### src/rtl/loader_pkg.sv
// loader_pkg
//   Shared types and default marker values for stream_program_loader.
//   loader_state_e     : loader FSM states (CHECK is only reachable when the
//                        checksum feature is built in).
//   entry_mark_default : all-ones word of the given width.
//   end_mark_default   : all-ones-minus-one word of the given width.
//   Both functions return MARK_MAX_W bits; callers size-cast to their width.
package loader_pkg;

    typedef enum logic [1:0] {
        IDLE  = 2'd0,
        LOAD  = 2'd1,
        CHECK = 2'd2,
        DONE  = 2'd3
    } loader_state_e;

    localparam int MARK_MAX_W = 256;

    function automatic logic [MARK_MAX_W-1:0] entry_mark_default(input int word_w);
        return {MARK_MAX_W{1'b1}} >> (MARK_MAX_W - word_w);
    endfunction

    function automatic logic [MARK_MAX_W-1:0] end_mark_default(input int word_w);
        return entry_mark_default(word_w) - {{(MARK_MAX_W-1){1'b0}}, 1'b1};
    endfunction

endpackage

### src/rtl/word_assembler.sv
// word_assembler
//   Packs a stream of bytes into words of BYTES_PER_WORD bytes.
//   The completed word is presented combinationally in the same cycle as the
//   final byte, so the consumer can register it with a single cycle of latency.
// Parameters
//   BYTES_PER_WORD : bytes per word (WORD_W = 8*BYTES_PER_WORD)
//   MSB_FIRST      : 1 = first byte lands in the top byte, 0 = in bits [7:0]
// Ports
//   CLK        in  clock
//   clear      in  synchronous clear of byte counter and partial word
//   data_byte  in  incoming byte
//   valid      in  accept data_byte this cycle
//   word       out assembled word (meaningful while word_valid=1)
//   word_valid out 1 in the cycle the final byte of a word is accepted
module word_assembler #(
    parameter int BYTES_PER_WORD = 4,
    parameter bit MSB_FIRST      = 1'b1,
    localparam int WORD_W        = 8 * BYTES_PER_WORD
) (
    input  logic              CLK,
    input  logic              clear,
    input  logic [7:0]        data_byte,
    input  logic              valid,
    output logic [WORD_W-1:0] word,
    output logic              word_valid
);

    generate
        if (BYTES_PER_WORD == 1) begin : g_single
            assign word       = data_byte;
            assign word_valid = valid;
        end else begin : g_multi
            localparam int CNT_W = $clog2(BYTES_PER_WORD);
            localparam logic [CNT_W-1:0] LAST = CNT_W'(BYTES_PER_WORD - 1);

            logic [CNT_W-1:0]  cnt_reg;
            // Only the bytes received so far are stored; the incoming byte
            // completes the word combinationally.
            logic [WORD_W-9:0] part_reg;
            logic [WORD_W-1:0] merged;
            logic [WORD_W-9:0] part_next;

            if (MSB_FIRST) begin : g_msb
                assign merged    = {part_reg, data_byte};
                assign part_next = merged[WORD_W-9:0];
            end else begin : g_lsb
                assign merged    = {data_byte, part_reg};
                assign part_next = merged[WORD_W-1:8];
            end

            always_ff @(posedge CLK) begin
                if (clear) begin
                    cnt_reg  <= '0;
                    part_reg <= '0;
                end else if (valid) begin
                    cnt_reg  <= (cnt_reg == LAST) ? '0 : cnt_reg + 1'b1;
                    part_reg <= part_next;
                end
            end

            assign word       = merged;
            assign word_valid = valid && (cnt_reg == LAST);
        end
    endgenerate

endmodule

### src/rtl/stream_program_loader.sv
// stream_program_loader
//   Boot-time loader: packs the receiver byte stream into words and writes
//   them to instruction memory through a single write port. The core may
//   release its PC once done=1.
// Optional feature (macro LOADER_CHECKSUM_EN): running XOR of all written
//   words, compared against one extra word following END_MARK.
// Ports
//   CLK          in  clock
//   RST          in  synchronous active-high reset; aborts a load in progress
//   needed       in  load enable (level); low during a load pauses it
//   rx_data      in  byte from receiver
//   rx_valid     in  1-cycle strobe qualifying rx_data
//   mem_we       out 1-cycle write strobe
//   mem_addr     out word index
//   mem_wdata    out assembled word
//   pc_init      out index after the last ENTRY_MARK word (0 if none)
//   entry_found  out at least one ENTRY_MARK written
//   done         out load finished, sticky until RST
//   overflow     out a word arrived with memory already full, sticky
//   chk_err      out checksum mismatch (0 without LOADER_CHECKSUM_EN)
module stream_program_loader
    import loader_pkg::*;
#(
    parameter int BYTES_PER_WORD = 4,
    parameter int DEPTH          = 1024,
    parameter int ADDR_W         = $clog2(DEPTH),
    parameter bit MSB_FIRST      = 1'b1,
    parameter logic [8*BYTES_PER_WORD-1:0] ENTRY_MARK =
        (8*BYTES_PER_WORD)'(entry_mark_default(8*BYTES_PER_WORD)),
    parameter logic [8*BYTES_PER_WORD-1:0] END_MARK =
        (8*BYTES_PER_WORD)'(end_mark_default(8*BYTES_PER_WORD))
) (
    input  logic                        CLK,
    input  logic                        RST,
    input  logic                        needed,
    input  logic [7:0]                  rx_data,
    input  logic                        rx_valid,
    output logic                        mem_we,
    output logic [ADDR_W-1:0]           mem_addr,
    output logic [8*BYTES_PER_WORD-1:0] mem_wdata,
    output logic [ADDR_W:0]             pc_init,
    output logic                        entry_found,
    output logic                        done,
    output logic                        overflow,
    output logic                        chk_err
);

    localparam int WORD_W = 8 * BYTES_PER_WORD;
    localparam logic [ADDR_W:0] IDX_FULL = (ADDR_W+1)'(DEPTH);

    loader_state_e     state_reg, state_next;
    // One bit wider than the address so "memory full" is representable.
    logic [ADDR_W:0]   idx_reg, idx_next;
    logic              mem_we_reg, mem_we_next;
    logic [ADDR_W-1:0] mem_addr_reg, mem_addr_next;
    logic [WORD_W-1:0] mem_wdata_reg, mem_wdata_next;
    logic [ADDR_W:0]   pc_init_reg, pc_init_next;
    logic              entry_found_reg, entry_found_next;
    logic              done_reg, done_next;
    logic              overflow_reg, overflow_next;
`ifdef LOADER_CHECKSUM_EN
    logic [WORD_W-1:0] xor_reg, xor_next;
    logic              chk_err_reg, chk_err_next;
`endif

    logic              accept;
    logic [WORD_W-1:0] word;
    logic              word_valid;

    // CHECK also consumes bytes: it assembles the trailing checksum word.
    assign accept = rx_valid && needed && (state_reg == LOAD || state_reg == CHECK);

    word_assembler #(
        .BYTES_PER_WORD (BYTES_PER_WORD),
        .MSB_FIRST      (MSB_FIRST)
    ) u_asm (
        .CLK        (CLK),
        .clear      (RST),
        .data_byte  (rx_data),
        .valid      (accept),
        .word       (word),
        .word_valid (word_valid)
    );

    always_ff @(posedge CLK) begin
        if (RST) begin
            state_reg       <= IDLE;
            idx_reg         <= '0;
            mem_we_reg      <= 1'b0;
            mem_addr_reg    <= '0;
            mem_wdata_reg   <= '0;
            pc_init_reg     <= '0;
            entry_found_reg <= 1'b0;
            done_reg        <= 1'b0;
            overflow_reg    <= 1'b0;
`ifdef LOADER_CHECKSUM_EN
            xor_reg         <= '0;
            chk_err_reg     <= 1'b0;
`endif
        end else begin
            state_reg       <= state_next;
            idx_reg         <= idx_next;
            mem_we_reg      <= mem_we_next;
            mem_addr_reg    <= mem_addr_next;
            mem_wdata_reg   <= mem_wdata_next;
            pc_init_reg     <= pc_init_next;
            entry_found_reg <= entry_found_next;
            done_reg        <= done_next;
            overflow_reg    <= overflow_next;
`ifdef LOADER_CHECKSUM_EN
            xor_reg         <= xor_next;
            chk_err_reg     <= chk_err_next;
`endif
        end
    end

    always_comb begin
        state_next       = state_reg;
        idx_next         = idx_reg;
        mem_we_next      = 1'b0;
        mem_addr_next    = mem_addr_reg;
        mem_wdata_next   = mem_wdata_reg;
        pc_init_next     = pc_init_reg;
        entry_found_next = entry_found_reg;
        done_next        = done_reg;
        overflow_next    = overflow_reg;
`ifdef LOADER_CHECKSUM_EN
        xor_next         = xor_reg;
        chk_err_next     = chk_err_reg;
`endif
        case (state_reg)
            IDLE: begin
                if (needed) state_next = LOAD;
            end
            LOAD: begin
                if (word_valid) begin
                    // END_MARK is tested before the full check so that an end
                    // word arriving with memory full is a clean finish.
                    if (word == END_MARK) begin
`ifdef LOADER_CHECKSUM_EN
                        state_next = CHECK;
`else
                        state_next = DONE;
                        done_next  = 1'b1;
`endif
                    end else if (idx_reg == IDX_FULL) begin
                        overflow_next = 1'b1;
                        state_next    = DONE;
                        done_next     = 1'b1;
                    end else begin
                        mem_we_next    = 1'b1;
                        mem_addr_next  = idx_reg[ADDR_W-1:0];
                        mem_wdata_next = word;
                        idx_next       = idx_reg + 1'b1;
                        if (word == ENTRY_MARK) begin
                            pc_init_next     = idx_reg + 1'b1;
                            entry_found_next = 1'b1;
                        end
`ifdef LOADER_CHECKSUM_EN
                        xor_next = xor_reg ^ word;
`endif
                    end
                end
            end
`ifdef LOADER_CHECKSUM_EN
            CHECK: begin
                if (word_valid) begin
                    chk_err_next = (word != xor_reg);
                    done_next    = 1'b1;
                    state_next   = DONE;
                end
            end
`endif
            default: ;
        endcase
    end

    assign mem_we      = mem_we_reg;
    assign mem_addr    = mem_addr_reg;
    assign mem_wdata   = mem_wdata_reg;
    assign pc_init     = pc_init_reg;
    assign entry_found = entry_found_reg;
    assign done        = done_reg;
    assign overflow    = overflow_reg;
`ifdef LOADER_CHECKSUM_EN
    assign chk_err     = chk_err_reg;
`else
    assign chk_err     = 1'b0;
`endif

endmodule

### config.mk
export PLATFORM = sky130hd
export DESIGN_NAME = stream_program_loader
export DESIGN_NICKNAME = d
export VERILOG_FILES = /design/src/rtl/loader_pkg.sv /design/src/rtl/word_assembler.sv /design/src/rtl/stream_program_loader.sv
export SDC_FILE = /design/constraint.sdc
export NUM_CORES = 1
export LEC_CHECK = 0
export CELL_PAD_IN_SITES_DETAIL_PLACEMENT = 0
export CELL_PAD_IN_SITES_GLOBAL_PLACEMENT = 1
export CORE_UTILIZATION = 25
export CTS_BUF_LIST = sky130_fd_sc_hd__clkbuf_8
export DETAILED_ROUTE_END_ITERATION = 6
export HOLD_SLACK_MARGIN = 0.05
export PLACE_DENSITY_LB_ADDON = 0.1
export SYNTH_ARGS = -nofsm -noshare
export SYNTH_HDL_FRONTEND = slang
export SYNTH_SLANG_ARGS = --single-unit
### constraint.sdc
create_clock -name CLK -period 4.8 [get_ports CLK]
set_input_delay 0.48 -clock CLK [delete_from_list [all_inputs] [get_ports CLK]]
set_output_delay 0.48 -clock CLK [all_outputs]
set_load 0.02 [all_outputs]
* After elaboration in Yosys (flattened, before gate mapping)
Index checks and enable logic that the tools add are counted.
Word-level totals: register bits 96, input port bits 12, logic and storage cells 48, output and inout port bits 58
Cells by class: bitwise logic cells 4, mux-type cells 9, $add $sub $neg 2, eq/ne operators 9, reduce and logical (&&, ||, !) cells 13
Operators by type and width (count):
- 32-bit equality test (second input constant) | 2
- 4-bit AND reduction | 3
- 11-bit by 1-bit adder with 11-bit output (second input constant) | 1
- 11-bit equality test (second input constant) | 1
- 2-bit 2-to-1 mux | 5
- 5-bit AND reduction | 1
- 2-bit equality test (second input constant) | 2
- 1-bit NOT | 4
- 2-bit case mux with 2 select lines | 1
- 2-bit nonzero test | 2
- 4-bit OR reduction | 1
- 1-bit logical AND | 3
- 1-bit 2-to-1 mux | 3
- 3-bit by 1-bit inequality test with 1-bit output (second input constant) | 1
- 3-bit AND reduction | 1
- 2-bit by 1-bit adder with 2-bit output (second input constant) | 1
- 2-bit by 1-bit equality test with 1-bit output (second input constant) | 1
- 2-bit zero test | 1
- 2-bit by 1-bit inequality test with 1-bit output (second input constant) | 1
- 2-bit inequality test (second input constant) | 1
- 1-bit logical OR | 1

* Longest topological paths before layout
depth after elaboration 6, gate-level depth with buffers 10, gate-level depth less buffers 7

* By module
From an unflattened synthesis, not the netlist that was laid out.
Unflattened totals: cell total of the unflattened synthesis 445, area total of the unflattened synthesis 3960.0 um^2
By module, submodules not included:
- stream_program_loader | times used 1, cells an instance 350, area an instance 2957.8 um^2, sequential area each 1401.3 um^2
- word_assembler | times used 1, cells an instance 95, area an instance 1002.2 um^2, sequential area each 520.5 um^2

* Least setup slack after synthesis
OpenSTA, ideal clock, no wires.
path kind flip-flop to flip-flop, start register state_reg[0], end register mem_addr_reg[3], in the netlist mem_addr[3], required time 4.684 ns, stages on the path, launching flop included 11, buffers on the path 3, data arrival time 1.902 ns, slack 2.782 ns, library setup time 0.116 ns, period minus slack after synthesis 2.018 ns, path through dfxtp_1 > inv_1 > ha_1 > and3_1 > buf_4 > and3_4 > nand2_2 > or2_1 > buf_2 > buf_4 > a31o_1
Between the ends: cells in the longest elaborated chain, start to end 5, elaborated cells between the ends (all ways) 6, those cells by class 2 x eq/ne; 4 x reduce/logical
Ends and longest elaborated chain:
- start: declaration | line stream_program_loader.sv:51 | loader_state_e state_reg, state_next;
- start signal: assignment | line stream_program_loader.sv:101 | state_reg <= state_next;
- 2-bit by 1-bit equality test with 1-bit output / 2-bit equality test (equally long branches) | line stream_program_loader.sv:71, stream_program_loader.sv:131
- 1-bit logical OR | line stream_program_loader.sv:71 | assign accept = rx_valid && needed && (state_reg == LOAD || state_reg == CHECK);
- 1-bit logical AND | line stream_program_loader.sv:71
- 1-bit logical AND | line word_assembler.sv:62 | assign word_valid = valid && (cnt_reg == LAST);
- 4-bit AND reduction (no line) *
- end signal: assignment | line stream_program_loader.sv:104 | mem_addr_reg <= mem_addr_next;
- end: declaration | line stream_program_loader.sv:55 | logic [ADDR_W-1:0] mem_addr_reg, mem_addr_next;
Mark *: on every way between the ends. The rest lies on a longest branch, timed or not. A chain may end at the register's enable or synchronous reset.

* Worst setup path in the final report
start register state_reg[0], end register mem_wdata_reg[1], in the netlist mem_wdata[1]
Between the ends: cells in the longest elaborated chain, start to end 5, elaborated cells between the ends (all ways) 6, those cells by class 2 x eq/ne; 4 x reduce/logical
Ends and longest elaborated chain:
- 2-bit by 1-bit equality test with 1-bit output / 2-bit equality test (equally long branches) | line stream_program_loader.sv:71, stream_program_loader.sv:131
- 1-bit logical OR | line stream_program_loader.sv:71
- 1-bit logical AND | line stream_program_loader.sv:71
- 1-bit logical AND | line word_assembler.sv:62
- 4-bit AND reduction (no line) *
- end signal: assignment | line stream_program_loader.sv:105 | mem_wdata_reg <= mem_wdata_next;
- end: declaration | line stream_program_loader.sv:56 | logic [WORD_W-1:0] mem_wdata_reg, mem_wdata_next;
Marked as above.

==> impl_metrics.tcl <==
set metrics [dict create \
    ctsHoldBuffers 0 \
    postRouteAntennaNets 0 \
    area_growth_pct 24.68 \
    finalWirelength_um 11470 \
    yosysWarnings 0 \
    core_area_mm2 0.01589 \
    cts_sinks 96 \
    overflow 0 \
    cts_resized 0 \
    cp-end-kind "flip-flop" \
    nets 526 \
    crit_required_ns 5.08 \
    vias 3465 \
    rsz0062_at_grt "false" \
    dr.pass1.iters 4 \
    die_area_mm2 0.01674 \
    root_buffer "clkbuf_8" \
    antenna_cells 0 \
    synthCells 471 \
    drive_above_1_share 0.06420 \
    die_h_um 129.4 \
    route.detailed.drc 0 \
    relSlewSlack 0.2850 \
    initial_utilization 0.2554 \
    crit_fanout 27 \
    ys_seq_elements 96 \
    fin_tns_setup_ns 0 \
    dp.cells 714 \
    synthFlopType "dfxtp_1" \
    hp-class "reg -> reg" \
    io_pins 70 \
    n_fill_cell 1713 \
    ys_async_sr_fraction 0 \
    largest_reg_flops 32 \
    fmax_mhz 332.8 \
    path_class "reg -> reg" \
    grt_pass1_wl_um 18820 \
    layout.cells.most_common "dfxtp_1" \
    path_cells "inv_1, ha_1, and3_1, buf_4, and3_4, nand2_2, or2_1, buf_12, a31o_1" \
    grt_pass1_vias 3500 \
    cts_tree "done" \
    vias_per_cell 4.747 \
    ir_worst_vdd_mv 0.1524 \
    slew_violations 0 \
    hold_viol 0 \
    maxCapViolCount 0 \
    syn_nets 488 \
    finClkSkew_ns 0.01323 \
    ys_types 40 \
    slowest_stage "or2_1" \
    clockBufferDepth 2 \
    post_drt_wl_per_cell_um 15.72 \
    clk_latency_ns 0.38 \
    syn-cell-area_mm2 0.004056 \
    post-dp-hpwl_um 7599 \
    path_clk_slew_ns 0.10 \
    layout_common_cells "96 x dfxtp_1, 93 x nand2_1, 67 x clkdlybuf4s50_1" \
    core.rowCount 46 \
    worstMarginPinSlew_ns 1.069 \
    start_kind "flip-flop" \
    track_usage 0.1476 \
    grt_max_degree 61 \
    status "complete, no violations" \
    powerDensity_mw_per_mm2 314.6 \
    power.leakage_nw 1.557 \
    final_cells 730 \
    arrival_ns 3.29 \
    min_period_ns 3.005 \
    cts-buffers-inserted 9 \
    htreeDepth 3 \
    port_buffers 68 \
    die_w_um 129.4 \
    routabilityCongestion 0.7095 \
    synth-seq-area-share 0.4738 \
    final.period_utilization 0.6260 \
    syn_avg_cell_area_um2 8.612 \
    drtIter0Drc 147 \
    max_stage_delay_ns 0.65 \
    setup_viol 0 \
    antenna_found_initial 0 \
    cts_setup_buffers 0 \
    synth_enable_flop_cells 0 \
]
layer usage:
layer / track usage / vias up / part of all wire
met5: 0 / - / 0
met3: 0.04088 / 8 / 0.035
met1: 0.1870 / 1652 / 0.48
met2: 0.2435 / 48 / 0.47
li1: - / 1757 / -
met4: 0.04360 / 0 / 0.010
cells in the mapped netlist, types with 4 or more instances:
master / count / area, um^2
o211ai_1: 28 / 210.2
a31o_1: 19 / 166.4
buf_2: 14 / 70.07
nand3_1: 11 / 55.05
or4_1: 6 / 45.04
nor2_1: 5 / 18.77
ha_1: 5 / 62.56
mux2i_1: 6 / 60.06
o31ai_1: 6 / 45.04
a21oi_1: 39 / 195.2
nor4_1: 10 / 62.56
nor3_1: 8 / 40.04
xor2_1: 4 / 35.03
nor3b_1: 4 / 30.03
nand2_1: 93 / 349.1
inv_1: 7 / 26.28
nand4_1: 8 / 50.05
o21ai_1: 31 / 155.2
nor4b_1: 10 / 87.58
clkbuf_1: 23 / 86.33
dfxtp_1: 96 / 1922
xnor2_1: 5 / 43.79
buf_4: 8 / 60.06
kinds of logic after synthesis:
logic type      count (synthesis)  synth area share
xor+xnor                        9           0.01943
mux                             6           0.01481
buf+inv                        54           0.06354
other cells                     1         0.0009245
simple gates                  170            0.2091
fa+ha+maj                       5           0.01542
flops                          96            0.4738
compound gates                130            0.2030
final cells by class:
type	instances	area (um^2)	area share
multi-input cells	321	1878	0.3714
repair buffers	74	733.2	0.1450
clock buffers	10	137.6	0.02721
well taps	216	270.3	0.05344
flip-flops and latches	96	1922	0.3800
clock inverters	6	90.09	0.01781
inverters	7	26.28	0.005195
final timing paths:
| check | from | to | slack (ns) | cells after the start |
|---|---|---|---|---|
| setup / recovery | state_reg[0] | mem_wdata[1] | 1.80 | 9 |
| hold / removal | entry_found | entry_found | 0.46 | 2 |
| setup reg to reg | state_reg[0] | mem_wdata[1] | 1.80 | 9 |
| hold reg to reg | entry_found | entry_found | 0.46 | 2 |
worst max-delay path, delay by kind of cell (launching register included):
kind,cells,cell delay (ns)
compound gates,1,0.22
fa+ha+maj,1,0.29
buf+inv,3,0.64
flops,1,0.35
simple gates,4,1.39
report_power, final:
part | total (mW) | switching [mW] | internal (mW) | leakage [nW]
clock network | 0.616 | 0.305 | 0.311 | 0.113
registers | 0.831 | 0.0161 | 0.815 | 0.774
logic | 0.143 | 0.0968 | 0.0466 | 0.670
through the flow:
stage	setup slack (ns)	instance area, um^2	power [mW]	hold WS [ns]	util
after floorplan	2.782	4056	0.9518	0.4375	-
after global placement	1.436	4830	0.9960	0.4410	0.3040
after detailed placement	1.387	4830	0.9983	0.4411	0.3040
after CTS	1.724	5057	1.623	0.4555	0.3184
after global routing	1.532	5057	1.680	0.4933	0.3184
final	1.795	5057	1.591	0.4552	0.3184
Note: power is estimated with default switching activity, not from simulation.
